===== src/rtl/mips_pkg.sv =====
// Shared definitions for the multicycle MIPS-I core: opcode and funct codes,
// FSM state encoding, ALU operation set and the instruction decode helper.
package mips_pkg;

    // Primary opcodes (ir[31:26])
    localparam logic [5:0] OP_RTYPE = 6'h00;
    localparam logic [5:0] OP_J     = 6'h02;
    localparam logic [5:0] OP_JAL   = 6'h03;
    localparam logic [5:0] OP_BEQ   = 6'h04;
    localparam logic [5:0] OP_BNE   = 6'h05;
    localparam logic [5:0] OP_ADDI  = 6'h08;
    localparam logic [5:0] OP_ADDIU = 6'h09;
    localparam logic [5:0] OP_SLTI  = 6'h0A;
    localparam logic [5:0] OP_SLTIU = 6'h0B;
    localparam logic [5:0] OP_ANDI  = 6'h0C;
    localparam logic [5:0] OP_ORI   = 6'h0D;
    localparam logic [5:0] OP_XORI  = 6'h0E;
    localparam logic [5:0] OP_LUI   = 6'h0F;
    localparam logic [5:0] OP_LW    = 6'h23;
    localparam logic [5:0] OP_SW    = 6'h2B;

    // R-type funct codes (ir[5:0])
    localparam logic [5:0] F_SLL  = 6'h00;
    localparam logic [5:0] F_SRL  = 6'h02;
    localparam logic [5:0] F_SRA  = 6'h03;
    localparam logic [5:0] F_JR   = 6'h08;
    localparam logic [5:0] F_ADD  = 6'h20;
    localparam logic [5:0] F_ADDU = 6'h21;
    localparam logic [5:0] F_SUB  = 6'h22;
    localparam logic [5:0] F_SUBU = 6'h23;
    localparam logic [5:0] F_AND  = 6'h24;
    localparam logic [5:0] F_OR   = 6'h25;
    localparam logic [5:0] F_XOR  = 6'h26;
    localparam logic [5:0] F_NOR  = 6'h27;
    localparam logic [5:0] F_SLT  = 6'h2A;
    localparam logic [5:0] F_SLTU = 6'h2B;

    typedef enum logic [2:0] {
        StFetch  = 3'd0,
        StDecode = 3'd1,
        StExec   = 3'd2,
        StMem    = 3'd3,
        StWb     = 3'd4,
        StHalt   = 3'd5
    } state_t;

    typedef enum logic [3:0] {
        AluAdd, AluSub, AluAnd, AluOr, AluXor, AluNor,
        AluSlt, AluSltu, AluSll, AluSrl, AluSra, AluLui
    } alu_op_t;

    typedef struct packed {
        logic    legal;    // instruction is in the supported set
        logic    use_imm;  // second ALU operand is the immediate
        logic    zext;     // immediate is zero-extended (logical immediates)
        alu_op_t alu_op;
    } dec_t;

    function automatic dec_t decode(logic [31:0] ir);
        dec_t d;
        d.legal   = 1'b1;
        d.use_imm = 1'b1;
        d.zext    = 1'b0;
        d.alu_op  = AluAdd;
        case (ir[31:26])
            OP_RTYPE: begin
                d.use_imm = 1'b0;
                case (ir[5:0])
                    F_SLL:          d.alu_op = AluSll;
                    F_SRL:          d.alu_op = AluSrl;
                    F_SRA:          d.alu_op = AluSra;
                    F_JR:           d.alu_op = AluAdd;
                    F_ADD, F_ADDU:  d.alu_op = AluAdd;
                    F_SUB, F_SUBU:  d.alu_op = AluSub;
                    F_AND:          d.alu_op = AluAnd;
                    F_OR:           d.alu_op = AluOr;
                    F_XOR:          d.alu_op = AluXor;
                    F_NOR:          d.alu_op = AluNor;
                    F_SLT:          d.alu_op = AluSlt;
                    F_SLTU:         d.alu_op = AluSltu;
                    default:        d.legal  = 1'b0;
                endcase
            end
            OP_J, OP_JAL:                        d.alu_op = AluAdd;
            OP_BEQ, OP_BNE:                      d.use_imm = 1'b0;
            OP_ADDI, OP_ADDIU, OP_LW, OP_SW:     d.alu_op = AluAdd;
            OP_SLTI:                             d.alu_op = AluSlt;
            OP_SLTIU:                            d.alu_op = AluSltu;
            OP_ANDI: begin d.alu_op = AluAnd; d.zext = 1'b1; end
            OP_ORI:  begin d.alu_op = AluOr;  d.zext = 1'b1; end
            OP_XORI: begin d.alu_op = AluXor; d.zext = 1'b1; end
            OP_LUI:                              d.alu_op = AluLui;
            default:                             d.legal = 1'b0;
        endcase
        return d;
    endfunction

endpackage


===== src/rtl/mips_regfile.sv =====
// 32x32 register file: two asynchronous read ports, one synchronous write port,
// one asynchronous debug read port. R0 reads as zero and ignores writes.
// Ports: clk, rst (async, active-high, clears all registers), raddr1/rdata1,
// raddr2/rdata2, we/waddr/wdata, dbg_addr/dbg_data.
module mips_regfile (
    input  logic        clk,
    input  logic        rst,
    input  logic [4:0]  raddr1,
    output logic [31:0] rdata1,
    input  logic [4:0]  raddr2,
    output logic [31:0] rdata2,
    input  logic        we,
    input  logic [4:0]  waddr,
    input  logic [31:0] wdata,
    input  logic [4:0]  dbg_addr,
    output logic [31:0] dbg_data
);

    logic [31:0] regs [32];

    always_ff @(posedge clk or posedge rst) begin
        if (rst) begin
            for (int i = 0; i < 32; i++) begin
                regs[i] <= '0;
            end
        end else if (we && waddr != 5'd0) begin
            regs[waddr] <= wdata;
        end
    end

    assign rdata1   = (raddr1 == 5'd0)   ? '0 : regs[raddr1];
    assign rdata2   = (raddr2 == 5'd0)   ? '0 : regs[raddr2];
    assign dbg_data = (dbg_addr == 5'd0) ? '0 : regs[dbg_addr];

endmodule


===== src/rtl/mips_mc_core.sv =====
// Multicycle MIPS-I integer core. One instruction at a time through
// FETCH/DECODE/EXEC/MEM/WB over a single shared memory port with req/ready wait states.
// Ports: clk, rst (async, active-high); memory port mem_req/mem_we/mem_addr/mem_wdata
// out, mem_rdata/mem_ready in; status pc, state, halted; dbg_reg = R[DBG_REG].
module mips_mc_core
    import mips_pkg::*;
#(
    parameter int unsigned       ADDR_W   = 32,
    parameter logic [ADDR_W-1:0] RESET_PC = '0,
    parameter int unsigned       DBG_REG  = 1
) (
    input  logic              clk,
    input  logic              rst,
    input  logic [31:0]       mem_rdata,
    input  logic              mem_ready,
    output logic              mem_req,
    output logic              mem_we,
    output logic [ADDR_W-1:0] mem_addr,
    output logic [31:0]       mem_wdata,
    output logic [ADDR_W-1:0] pc,
    output logic [2:0]        state,
    output logic              halted,
    output logic [31:0]       dbg_reg
);

    state_t      st;
    logic [31:0] ir, a_reg, b_reg, alu_out, mdr;

    logic [5:0]  op, funct;
    logic [4:0]  rs, rt, rd, shamt;
    dec_t        dec;
    logic [31:0] imm, opb, alu_res;
    logic [31:0] rs_data, rt_data;
    logic        rf_we;
    logic [4:0]  rf_waddr;
    logic [31:0] rf_wdata;
    logic [31:0] pc32, exec_pc;
    logic        is_ctrl, is_mem;

    assign op    = ir[31:26];
    assign rs    = ir[25:21];
    assign rt    = ir[20:16];
    assign rd    = ir[15:11];
    assign shamt = ir[10:6];
    assign funct = ir[5:0];
    assign dec   = decode(ir);
    assign imm   = dec.zext ? {16'h0, ir[15:0]} : {{16{ir[15]}}, ir[15:0]};
    assign pc32  = 32'(pc);
    assign state = st;

    assign is_ctrl = (op == OP_BEQ) || (op == OP_BNE) || (op == OP_J) || (op == OP_JAL) ||
                     ((op == OP_RTYPE) && (funct == F_JR));
    assign is_mem  = (op == OP_LW) || (op == OP_SW);

    always_comb begin
        opb     = dec.use_imm ? imm : b_reg;
        alu_res = '0;
        case (dec.alu_op)
            AluAdd:  alu_res = a_reg + opb;
            AluSub:  alu_res = a_reg - opb;
            AluAnd:  alu_res = a_reg & opb;
            AluOr:   alu_res = a_reg | opb;
            AluXor:  alu_res = a_reg ^ opb;
            AluNor:  alu_res = ~(a_reg | opb);
            AluSlt:  alu_res = {31'h0, $signed(a_reg) < $signed(opb)};
            AluSltu: alu_res = {31'h0, a_reg < opb};
            AluSll:  alu_res = b_reg << shamt;
            AluSrl:  alu_res = b_reg >> shamt;
            AluSra:  alu_res = $signed(b_reg) >>> shamt;
            AluLui:  alu_res = {ir[15:0], 16'h0};
            default: alu_res = '0;
        endcase
    end

    // pc has already advanced past the instruction, so branch offsets are relative to it.
    always_comb begin
        exec_pc = pc32;
        if (op == OP_BEQ && a_reg == b_reg) begin
            exec_pc = pc32 + {imm[29:0], 2'b00};
        end else if (op == OP_BNE && a_reg != b_reg) begin
            exec_pc = pc32 + {imm[29:0], 2'b00};
        end else if (op == OP_J || op == OP_JAL) begin
            exec_pc = {pc32[31:28], ir[25:0], 2'b00};
        end else if (op == OP_RTYPE && funct == F_JR) begin
            exec_pc = a_reg;
        end
    end

    // jal links in EXEC (pc is inst+4 there); everything else writes back in WB.
    always_comb begin
        rf_we    = (st == StWb) || (st == StExec && op == OP_JAL);
        rf_waddr = (op == OP_RTYPE) ? rd : rt;
        rf_wdata = (op == OP_LW) ? mdr : alu_out;
        if (st == StExec) begin
            rf_waddr = 5'd31;
            rf_wdata = pc32;
        end
    end

    mips_regfile u_regfile (
        .clk      (clk),
        .rst      (rst),
        .raddr1   (rs),
        .rdata1   (rs_data),
        .raddr2   (rt),
        .rdata2   (rt_data),
        .we       (rf_we),
        .waddr    (rf_waddr),
        .wdata    (rf_wdata),
        .dbg_addr (5'(DBG_REG)),
        .dbg_data (dbg_reg)
    );

    // Every transition into FETCH raises mem_req with the new pc so a zero-wait fetch
    // costs one cycle; only the first fetch after reset spends an extra cycle raising it.
    always_ff @(posedge clk or posedge rst) begin
        if (rst) begin
            st        <= StFetch;
            pc        <= RESET_PC;
            ir        <= '0;
            a_reg     <= '0;
            b_reg     <= '0;
            alu_out   <= '0;
            mdr       <= '0;
            halted    <= 1'b0;
            mem_req   <= 1'b0;
            mem_we    <= 1'b0;
            mem_addr  <= '0;
            mem_wdata <= '0;
        end else begin
            unique case (st)
                StFetch: begin
                    if (!mem_req) begin
                        mem_req  <= 1'b1;
                        mem_we   <= 1'b0;
                        mem_addr <= pc;
                    end else if (mem_ready) begin
                        ir      <= mem_rdata;
                        pc      <= pc + ADDR_W'(4);
                        mem_req <= 1'b0;
                        st      <= StDecode;
                    end
                end
                StDecode: begin
                    a_reg <= rs_data;
                    b_reg <= rt_data;
                    if (!dec.legal) begin
                        st     <= StHalt;
                        halted <= 1'b1;
                    end else begin
                        st <= StExec;
                    end
                end
                StExec: begin
                    alu_out <= alu_res;
                    if (is_ctrl) begin
                        pc       <= ADDR_W'(exec_pc);
                        mem_req  <= 1'b1;
                        mem_we   <= 1'b0;
                        mem_addr <= ADDR_W'(exec_pc);
                        st       <= StFetch;
                    end else if (is_mem) begin
                        mem_req   <= 1'b1;
                        mem_we    <= (op == OP_SW);
                        mem_addr  <= ADDR_W'({alu_res[31:2], 2'b00});
                        mem_wdata <= b_reg;
                        st        <= StMem;
                    end else begin
                        st <= StWb;
                    end
                end
                StMem: begin
                    if (mem_ready) begin
                        mem_we <= 1'b0;
                        if (op == OP_LW) begin
                            mdr     <= mem_rdata;
                            mem_req <= 1'b0;
                            st      <= StWb;
                        end else begin
                            mem_req  <= 1'b1;
                            mem_addr <= pc;
                            st       <= StFetch;
                        end
                    end
                end
                StWb: begin
                    mem_req  <= 1'b1;
                    mem_we   <= 1'b0;
                    mem_addr <= pc;
                    st       <= StFetch;
                end
                StHalt: begin
                    st <= StHalt;
                end
                default: begin
                    st <= StFetch;
                end
            endcase
        end
    end

endmodule


===== config.mk =====
export PLATFORM = sky130hd
export DESIGN_NAME = mips_mc_core
export DESIGN_NICKNAME = d
export VERILOG_FILES = /design/src/rtl/mips_pkg.sv /design/src/rtl/mips_regfile.sv /design/src/rtl/mips_mc_core.sv
export SDC_FILE = /design/constraint.sdc
export NUM_CORES = 2
export LEC_CHECK = 0
export CAP_MARGIN = 10
export CORE_MARGIN = 2
export CORE_UTILIZATION = 63
export CTS_CLUSTER_SIZE = 12
export DETAILED_ROUTE_END_ITERATION = 12
export HOLD_SLACK_MARGIN = 0.05
export PLACE_DENSITY = 0.78
export SKIP_LAST_GASP = 1
export SLEW_MARGIN = 0
export SYNTH_ARGS = -nofsm -noshare
export SYNTH_HDL_FRONTEND = slang
export SYNTH_SLANG_ARGS = --single-unit

===== constraint.sdc =====
create_clock -name clk -period 47.9 [get_ports clk]
set_input_delay 7.185 -clock clk [delete_from_list [all_inputs] [get_ports clk]]
set_output_delay 7.185 -clock clk [all_outputs]
set_load 0.02 [all_outputs]

[After elaboration in Yosys (flattened, before gate mapping)]
Index checks and enable logic that the tools add are counted.
Storage, ports and cells
  flip-flop bits (word level): 1286
  logic and storage cells: 211
  input port bits: 35
  output and inout port bits: 134
Cells by class
  muxes and demuxes: 57
  shift-type cells: 3
  eq/ne operators: 52
  magnitude comparators: 6
  reductions and logical operators: 36
  bitwise operators: 9
  add/subtract/negate cells: 4
Operators with widths (count)
  $bwmux 1024: 1
  $mux 32: 23
  $pmux 32 s12: 1
  $bmux 32 s5: 2
  $demux 32 s5: 1
  $pmux 32 s4: 1
  $eq 6x6->1 const B: 12
  $add 32x32->32: 2
  $lt 32x32->1: 2
  $pmux 32 s2: 1
  $eq 6x4->1 const B: 9
  $pmux 4 s10: 1
  $add 32x3->32 const B: 1
  $and 32x32->32: 1
  $eq 32x32->1: 1
  $ne 32x32->1: 1
  $not 32->32: 1
  $or 32x32->32: 1
  $shl 32x5->32: 1
  $shr 32x5->32: 1
  $sshr 32x5->32: 1
  $sub 32x32->32: 1
  $xor 32x32->32: 1
  $pmux 4 s7: 1
  37 further kinds: 99

[Longest topological paths before layout]
  depth after elaboration: 11
  gate-level depth with buffers: 22
  depth with buffers taken out: 17

[Cells and area by module]
From an unflattened synthesis, not the netlist that was laid out.
Unflattened totals
  cells, all modules: 7506
  area total of the unflattened synthesis: 87757.9 µm²
By module, submodules not included
  mips_regfile: cells an instance 4424, times used 1, area an instance 62865.3 µm²
  mips_mc_core: cells an instance 3082, times used 1, area an instance 24892.6 µm²

[Worst setup path after synthesis]
OpenSTA, ideal clock, no wires.
  path type: input to register
  start point: input port mem_ready
  end point: register pc[31]
  buffers on the path: 0
  data required time: 47.817 ns
  path slack: 39.198 ns
  arrival time: 8.619 ns
  cell stages on the path: 8
  cells stage by stage: and2_1 > nand2_1 > nor4b_1 > nand3_1 > nor2_1 > nand2_1 > xor2_1 > o21ai_0
On the way
  longest elaborated chain between the ends: 2
Ends and longest elaborated chain
  from (decl): line mips_mc_core.sv:15  | input logic mem_ready,
  $ne 2x2->1 (no line)
  $reduce_and 4->1 (no line)
  to (signal assigned): line mips_mc_core.sv:139  | pc <= pc + ADDR_W'(4);
  to (signal assigned): line mips_mc_core.sv:157  | pc <= ADDR_W'(exec_pc);
  to (decl): line mips_mc_core.sv:20  | output logic [ADDR_W-1:0] pc,
Every way passes these cells.
A chain may end at the register's enable or synchronous reset.

==> run metrics <==
status finished, final reports clean; Max rail drop VDD roughly 0.046 mV; Vias per Instance 7.36; pre-CTS WS around 37000 ps; layout net count approximately 7800; Post-synth EDFFs 0; PwrDens 74.3 mW/mm2; critical path type in2async; Post-Synthesis Cells 7934; area leader, netlist dfrtp_1; Post-Layout Cell Count ~9300; sequential share of the synthesized area 41.7%; DR WL/cell 32.6 um; Root Driver clkbuf_16; Synth-to-Final Area Change 8.44%; antenna-violating nets left 0; first-pass GRT wire length 445000 um; final instance area approximately 0.084 mm2; 1st-iter DRT viols about 11000; crit path DAT 11090 ps; setup ws final 37570 ps; vias in the first global route 66200; clk sinks 1286; # IOs 169; worst-margin pin slew 1240 ps; largest net degree at the start of global routing 200; worst-path maximum fanout 164; clock slew at reported path FFs ~60 ps; fraction of layout cells with a size suffix above 1 14.8%; DRC 0; Cell Rows 128; die area 0.125 mm2; WL final 304000 um; Pins Over Slew Limit 0; clock tree buffer depth 3; Starting Density between 60% and 70%; #FFs+latches synth 1286; dpl cell area 0.0793 mm2; setup bufs post-CTS 0; top cell type's share of synthesized area about two fifths; endpoint class of the critical path async pin; H-tree depth 4; Peak Freq slightly below 100 MHz; Avg Synthesized Cell Area 9.72 um2; FFs w/ async S/R, synth 100%; die height 354 um; CTS resizes 0; total power 6220 uW; initial antenna violation count 27; Yosys cell types between 100 and 150; Die Wd 354 um; dominant register cell in the synthesized netlist dfrtp_1; largest register by flop count u_regfile.regs; max FFs per register 1024; Slew headroom 16.3%; DR pass1 iterations 6; Max Cap Viol 0; Final Hold Fails 0; CTS Buf Count around 140; worst-skew pair later-pin latency 820 ps; Period minus WS final 10330 ps; yosys warns 0; RSZ-0062 raised after global routing false; CTS tree built; vias 68600; top-count cell post-synth nand2_1; commonest cells in the netlist 1573 x nand2_1, 1286 x dfrtp_1, 1173 x o21ai_0; core box area 0.122 mm2; period utilization 21.6%; GRT Overall Usage 48.6%; gpl congestion roughly 1.1; skew final around 44 ps; GR Overflow Total 0; I/O Buffers roughly 170; Placed Instances 9078; leakage 0.0352 uW; Hold WC Path Type reg2reg; Critical Path Source Type input pin; final number of setup-violating endpoints 0; HPWL after DPL around 200000 um; setup TNS 0 ps; synth top area cells dfrtp_1 42%, mux4_2 15%, nand2_1 7.7%, o21ai_0 7.6%, mux2i_1 3.7%; Hold-fix buffers, CTS 0; Post-Syn Nets 8110; Syn Std Cell Area between 0.07 and 0.08 mm2; CP required 48660 ps
kinds of logic (layout without fill, tap and decap cells):
logic type / after synthesis / count (layout) / share of synthesized area (%)
muxes: 897 / 897 / 20.2
and+or+nand+nor: 2292 / 2292 / 12.3
AOI/OAI and AO/OA: 2305 / 2305 / 17.8
other: 0 / 14 / 0
buffers and inverters: 950 / 700 / 4.94
adders and majority gates: 141 / 141 / 2.32
xor gates and xnor gates: 63 / 63 / 0.715
DFF: 1286 / 1286 / 41.7
path summary, 6_finish.rpt:
path / startpoint / to / slack [ps] / depth (start not counted)
setup / recovery: rst / u_regfile.regs[74] / 37570 / 5
hold / removal: u_regfile.regs[1002] / u_regfile.regs[1002] / 400 / 0
setup reg to reg: ir[26] / mem_addr[31] / 40170 / 17
hold reg to reg: u_regfile.regs[1002] / u_regfile.regs[1002] / 400 / 0
max in group clk: mem_ready / mem_addr[12] / 38040 / 10
min in group asynchronous: rst / mem_wdata[25] / 6900 / 2
metal layers:
metal | track usage (%) | vias up | wire length [um]
met5 | 0 | - | 162
met4 | 34.7 | 24 | 26900
met3 | 16.1 | 1538 | 40400
met2 | 70.8 | 5319 | 132000
met1 | 61.3 | 33700 | 105000
li1 | - | 28100 | -
power by group:
part | switching [uW] | internal, uW
Combinational | 2140 | 1180
Sequential | 435 | 1420
Clock | 457 | 585
Total | 3030 | 3190
metrics by stage:
stage	utilization (%)	hold slack [ps]
global placement	65.1	378
global route	68.7	408
floorplan	-	439
CTS	68.7	396
finish	68.7	398
detailed placement	65.1	384
worst max-delay path: stages:
cell	delay [ps]
clkdlybuf4s50_1	490
inv_8	510
buf_12	750
buf_4	920
buf_4	910
layout make-up:
class	count	area (um2)
Timing Repair Buffer	355	3180
Clock buffer	198	3880
Clock inverter	28	393
Sequential cell	1286	32200
Inverter	119	457
Fill cell	9144	38100
Multi-Input combinational cell	5698	41500
Tap cell	1625	2030
Antenna cell	14	35.0
placed cells by master (no fill, tap or decap), types with 43 or more instances in the layout:
cell             instances
or2_2                   46
o21ai_1                 56
buf_4                  176
o21ai_0               1173
ha_1                   138
o22ai_1                 93
nand3_1                 61
o211ai_1                43
dfrtp_1               1272
nor3_1                  76
nand2_1               1571
clkbuf_16              139
nor2_1                 318
mux4_2                 517
a21o_1                  56
a21oi_1                330
xor2_1                  45
a221oi_1                75
clkdlybuf4s50_1        168
a211oi_1                75
o221ai_1                52
inv_1                  113
mux2_2                  97
mux2i_1                282
Power figures use the tool's default switching activity.
